===== config.mk =====
export PLATFORM = sky130hd
export DESIGN_NAME = cci_mpf_prim_heap_arb
export DESIGN_NICKNAME = d
export VERILOG_FILES = /design/src/rtl/cci_mpf_prim_heap_arb_pkg.sv /design/src/rtl/cci_mpf_prim_arb_rr.sv /design/src/rtl/cci_mpf_prim_heap_arb.sv
export SDC_FILE = /design/constraint.sdc
export NUM_CORES = 1
export LEC_CHECK = 0
export CAP_MARGIN = 40
export CORE_MARGIN = 4
export CORE_UTILIZATION = 30
export DETAILED_ROUTE_END_ITERATION = 12
export GPL_ROUTABILITY_DRIVEN = 0
export SETUP_SLACK_MARGIN = 0.5
export SYNTH_ARGS = -nofsm -noshare
export SYNTH_HDL_FRONTEND = slang
export SYNTH_HIERARCHICAL = 1
export SYNTH_SLANG_ARGS = --single-unit

===== constraint.sdc =====
create_clock -name clk -period 4.95 [get_ports clk]
set_input_delay 0.495 -clock clk [delete_from_list [all_inputs] [get_ports clk]]
set_output_delay 0.495 -clock clk [all_outputs]
set_load 0.05 [all_outputs]

===== src/rtl/cci_mpf_prim_heap_arb_pkg.sv =====
// Shared types and helpers for the heap arbiter slice.
package cci_mpf_prim_heap_arb_pkg;

  localparam int unsigned HEAP_ARB_N_ENTRIES       = 32;
  localparam int unsigned HEAP_ARB_N_CLIENTS       = 4;
  localparam int unsigned HEAP_ARB_MAX_OUTSTANDING = 16;

  typedef logic [$clog2(HEAP_ARB_N_ENTRIES)-1:0]         t_heap_idx;
  typedef logic [$clog2(HEAP_ARB_N_CLIENTS)-1:0]         t_client_idx;
  typedef logic [$clog2(HEAP_ARB_MAX_OUTSTANDING+1)-1:0] t_outstanding_cnt;

  // Priority moves to the client just after the winner.
  function automatic int unsigned rr_next_ptr(input int unsigned winner, input int unsigned n);
    return (winner + 1 >= n) ? 0 : winner + 1;
  endfunction

endpackage


===== src/rtl/cci_mpf_prim_arb_rr.sv =====
// Generic N-way round-robin arbiter: combinational one-hot grant, registered priority pointer.
module cci_mpf_prim_arb_rr
  import cci_mpf_prim_heap_arb_pkg::*;
#(
  parameter int unsigned N = 4,
  localparam int unsigned PW = $clog2(N)
) (
  input  logic          clk,
  input  logic          reset,
  input  logic [N-1:0]  req,
  input  logic          en,
  output logic [N-1:0]  grant,
  output logic [PW-1:0] winner
);

  logic [PW-1:0] ptr_q, ptr_d;
  logic [PW-1:0] idx;
  logic          found;

  always_comb begin
    grant  = '0;
    winner = '0;
    found  = 1'b0;
    idx    = '0;
    for (int unsigned k = 0; k < N; k++) begin
      idx = PW'((32'(ptr_q) + k) % N);
      if (en && !found && req[idx]) begin
        grant[idx] = 1'b1;
        winner     = idx;
        found      = 1'b1;
      end
    end
    ptr_d = found ? PW'(rr_next_ptr(32'(winner), N)) : ptr_q;
  end

  always_ff @(posedge clk) begin
    if (reset) ptr_q <= '0;
    else       ptr_q <= ptr_d;
  end

endmodule


===== src/rtl/cci_mpf_prim_heap_arb.sv =====
// Round-robin alloc/free arbiter with per-client quotas in front of one shared heap.
// Define CCI_MPF_HEAP_ARB_OWNER_CHECK_EN to add an owner table that traps bad frees.
module cci_mpf_prim_heap_arb
  import cci_mpf_prim_heap_arb_pkg::*;
#(
  parameter int unsigned N_ENTRIES       = HEAP_ARB_N_ENTRIES,
  parameter int unsigned N_CLIENTS       = HEAP_ARB_N_CLIENTS,
  parameter int unsigned MAX_OUTSTANDING = HEAP_ARB_MAX_OUTSTANDING,
  localparam int unsigned IDX_W = $clog2(N_ENTRIES),
  localparam int unsigned CLI_W = $clog2(N_CLIENTS),
  localparam int unsigned CNT_W = $clog2(MAX_OUTSTANDING + 1)
) (
  input  logic                       clk,
  input  logic                       reset,
  input  logic [N_CLIENTS-1:0]       allocReq,
  output logic [N_CLIENTS-1:0]       allocGrant,
  output logic [IDX_W-1:0]           allocIdx,
  input  logic [N_CLIENTS-1:0]       freeReq,
  input  logic [N_CLIENTS*IDX_W-1:0] freeIdx,
  output logic [N_CLIENTS-1:0]       freeAck,
  output logic [N_CLIENTS*CNT_W-1:0] outstanding,
  output logic                       heap_enq,
  input  logic                       heap_notFull,
  input  logic [IDX_W-1:0]           heap_allocIdx,
  output logic                       heap_free,
  output logic [IDX_W-1:0]           heap_freeIdx
);

  logic [CNT_W-1:0]     cnt_q [N_CLIENTS];
  logic [N_CLIENTS-1:0] alloc_elig, free_elig;
  logic [CLI_W-1:0]     alloc_winner, free_winner;

  // Eligibility uses registered counts, so a free this cycle cannot lift a full quota.
  always_comb begin
    alloc_elig  = '0;
    free_elig   = '0;
    outstanding = '0;
    for (int unsigned i = 0; i < N_CLIENTS; i++) begin
      alloc_elig[i] = allocReq[i] && (32'(cnt_q[i]) < MAX_OUTSTANDING);
      free_elig[i]  = freeReq[i] && (cnt_q[i] != '0);
      outstanding[i*CNT_W +: CNT_W] = cnt_q[i];
    end
  end

  cci_mpf_prim_arb_rr #(.N(N_CLIENTS)) u_alloc_arb (
    .clk    (clk),
    .reset  (reset),
    .req    (alloc_elig),
    .en     (!reset && heap_notFull),
    .grant  (allocGrant),
    .winner (alloc_winner)
  );

  cci_mpf_prim_arb_rr #(.N(N_CLIENTS)) u_free_arb (
    .clk    (clk),
    .reset  (reset),
    .req    (free_elig),
    .en     (!reset),
    .grant  (freeAck),
    .winner (free_winner)
  );

  assign heap_enq     = |allocGrant;
  assign allocIdx     = heap_allocIdx;
  assign heap_free    = |freeAck;
  assign heap_freeIdx = freeIdx[32'(free_winner)*IDX_W +: IDX_W];

  always_ff @(posedge clk) begin
    if (reset) begin
      for (int unsigned i = 0; i < N_CLIENTS; i++) cnt_q[i] <= '0;
    end else begin
      for (int unsigned i = 0; i < N_CLIENTS; i++) begin
        if (allocGrant[i] && !freeAck[i])      cnt_q[i] <= cnt_q[i] + CNT_W'(1);
        else if (!allocGrant[i] && freeAck[i]) cnt_q[i] <= cnt_q[i] - CNT_W'(1);
      end
    end
  end

  always_ff @(posedge clk) begin
    for (int unsigned i = 0; i < N_CLIENTS; i++) begin
      if (!reset && freeReq[i]) begin
        assert (cnt_q[i] != '0)
          else $fatal(1, "heap_arb: client %0d freed with nothing outstanding", i);
      end
    end
  end

`ifdef CCI_MPF_HEAP_ARB_OWNER_CHECK_EN
  logic [N_ENTRIES-1:0] own_valid_q;
  logic [CLI_W-1:0]     own_id_q [N_ENTRIES];

  always_ff @(posedge clk) begin
    if (reset) begin
      own_valid_q <= '0;
    end else begin
      if (heap_free) own_valid_q[heap_freeIdx] <= 1'b0;
      if (heap_enq)  own_valid_q[heap_allocIdx] <= 1'b1;
    end
  end

  always_ff @(posedge clk) begin
    if (heap_enq) own_id_q[heap_allocIdx] <= alloc_winner;
  end

  always_ff @(posedge clk) begin
    if (!reset && heap_free) begin
      assert (own_valid_q[heap_freeIdx] && (own_id_q[heap_freeIdx] == free_winner))
        else $fatal(1, "heap_arb: bad free of idx %0d by client %0d", heap_freeIdx, free_winner);
    end
  end
`endif

endmodule


==> flow_summary_export.csv <==
group,metric,value,unit
route,vias,2517,
global_route,grt_use_met2,23.3,%
floorplan,die_x,103,µm
synth,syn-num-nets,343,
setup_path,worstPathRequired,4.45,ns
global_route,met3_usage,2.08,%
cts,postCtsHoldBufs,0,
floorplan,core,8760,µm²
global_route,gr-total-overflow,0,
global_route,grt_max_degree,15,
sta,skew,0.00771,ns
route,initialDrtViolationCount,230,
setup_path,reg2reg_slack,0.65,ns
setup_path,regToRegStartpoint,"cnt_q[2][1]$_SDFFCE_PN0P_",
final_layout,nFillCells,858,
cts,clock_latency,0.27,ns
cts,post_cts_buffers,0,
worst_hold_path,holdPathEnd,"cnt_q[1][0]$_SDFFCE_PN0P_",
global_route,grt_pass1_vias,2419,
synth,synth_cells,291,
final_layout,area_growth,27.9,%
floorplan,die_h,103,µm
setup_path,reg2reg_depth,14,
setup_path,arrival,3.84,ns
synth,syn_area_per_cell,9.35,µm²
setup_path,end_kind,"output pin",
global_route,grt.total_usage,13.1,%
floorplan,start_util,31.0,%
run_status,status,"finished clean",
synth,syn_area,2720,µm²
setup_path,critical_path_class,"reg2out",
cts,clock_path_buffers,2,
placement,dp_hpwl,5550,µm
worst_hold_path,holdCritPathClass,"reg2reg",
final_layout,drive_above_1_share,12.2,%
route,drt-total-wl,7070,µm
route,vias_per_cell,5.56,
route,first_pass_iters,5,
setup_path,rr_endpoint,"cnt_q[1][4]$_SDFFCE_PN0P_",
worst_hold_path,whs_path_depth,1,
cts,cts.htree.levels,1,
global_route,busiest_layer,"met2",
global_route,antenna_found_initial,0,
setup_path,crit_slowest_cell,"clkdlybuf4s50_1",
synth,synth_warnings,6,
cts,cts_root_buffer,"clkbuf_8",
final_layout,n_antenna_cell,0,
global_route,grt_pass1_wl,11500,µm
setup_path,crit_fanout,10,
sta,report.final.slew_viol_count,0,
sta,relSlewSlack,61.2,%
sta,setup_viol_count_final,0,
cts,cts_tree,"yes",
floorplan,num_rows,34,
route,drc_errors,0,
cts,clkTransAtPathRegs,0.10,ns
cts,clock_sinks,24,
floorplan,ios,76,
setup_path,startpoint_type,"flip-flop",
sta,fin_setup_tns,0,ns
placement,port_buffers,65,
sta,finalCritPeriodShare,87.5,%
cts,numCtsBuffers,3,
sta,finalHoldViolations,0,
setup_path,critPathMaxStageDelay,0.84,ns
route,avgRoutedWirePerCell,15.6,µm
global_route,gr-usage-met1,16.7,%
sta,period_needed,4.33,ns
final_layout,nets,398,
worst_hold_path,min-delay-start,"cnt_q[1][0]$_SDFFCE_PN0P_",
floorplan,dieArea,10700,µm²
route,ant_nets,0,
setup_path,cp_cell_sequence,"or4_1, o21a_1, mux4_2, o21ai_1, nor2b_2, a222oi_1, nand2_2, clkdlybuf4s50_1",
sta,fmax,0.231,GHz
sta,worst_pin_slew,0.582,ns
sta,rsz0062_at_grt,"no",
flow_run,drv_cap,0,
-- repair_timing --
| action | CTS | global route |
|---|---|---|
| endpoints found under the hold margin | 0 | 0 |
| resized for setup | 8 | 13 |
| endpoints found under the setup margin | 7 | 14 |
-- state kept, by name (all words and copies together), names as in the netlist, named ones only --
| name | flops |
|---|---|
| u_free_arb/ptr_q | 1 |
| u_alloc_arb/ptr_q | 1 |
| cnt_q | 20 |
-- area by class of cell --
class	instances	area [µm²]	area share (%)
timing repair buffer	67	656	18.8
sequential	24	683	19.6
clock buffer	4	55.1	1.58
inverter	12	45.0	1.29
tap	108	135	3.88
multi-input combinational	238	1910	54.8
-- placed cells by master, fill, tap and decap left out, types with 5 or more instances in the layout --
master	instances
nor2_1	18
a21oi_1	11
inv_1	12
ha_1	16
mux4_2	11
a21o_1	5
mux2i_1	13
nand3_1	9
o21ai_0	12
edfxtp_1	20
xnor2_1	9
nor2b_1	5
a222oi_1	8
nand2_1	31
clkdlybuf4s50_1	57
or4_1	5
-- per-stage QoR --
stage	setup WS, ns	utilization, %	cells	instance area, µm²	hold WS, ns
global placement	0.539	38.8	449	3400	0.645
global route	0.506	39.7	453	3480	0.692
floorplan	0.502	-	291	2730	0.567
finish	0.619	39.7	453	3480	0.662
CTS	0.496	39.4	453	3460	0.661
detailed placement	0.470	38.8	449	3400	0.647
-- worst max-delay path by stage --
| stage | start | to | slack, ns | cells after the start |
|---|---|---|---|---|
| finish | cnt_q[2][1]$_SDFFCE_PN0P_ | freeAck[2] | 0.62 | 8 |
| global route | cnt_q[2][1]$_SDFFCE_PN0P_ | heap_freeIdx[1] | 0.51 | 8 |
| CTS | cnt_q[2][1]$_SDFFCE_PN0P_ | heap_free | 0.50 | 9 |
| detailed placement | allocReq[2] | heap_enq | 0.47 | 9 |
| global placement | allocReq[2] | heap_enq | 0.54 | 9 |
| floorplan | cnt_q[2][2]$_SDFFCE_PN0P_ | cnt_q[2][4]$_SDFFCE_PN0P_ | 0.50 | 15 |
-- worst max-delay path, delay by kind of cell, from the launching register on --
kind,cells,cell delay (ns)
AO/OA/AOI/OAI,3,0.76
multiplexers,1,0.52
flip-flops,1,0.50
AND/OR/NAND/NOR,3,0.94
buffers and inverters,1,0.84
-- layer usage --
layer	vias up	share of wire [%]
li1	1223	-
met1	1205	42
met2	81	50
met3	8	5.8
met4	0	1.4
met5	-	0
Power is left out: the tool's default activity adds up to more than one toggle a clock period on the data nets, which glitch-free logic cannot reach.
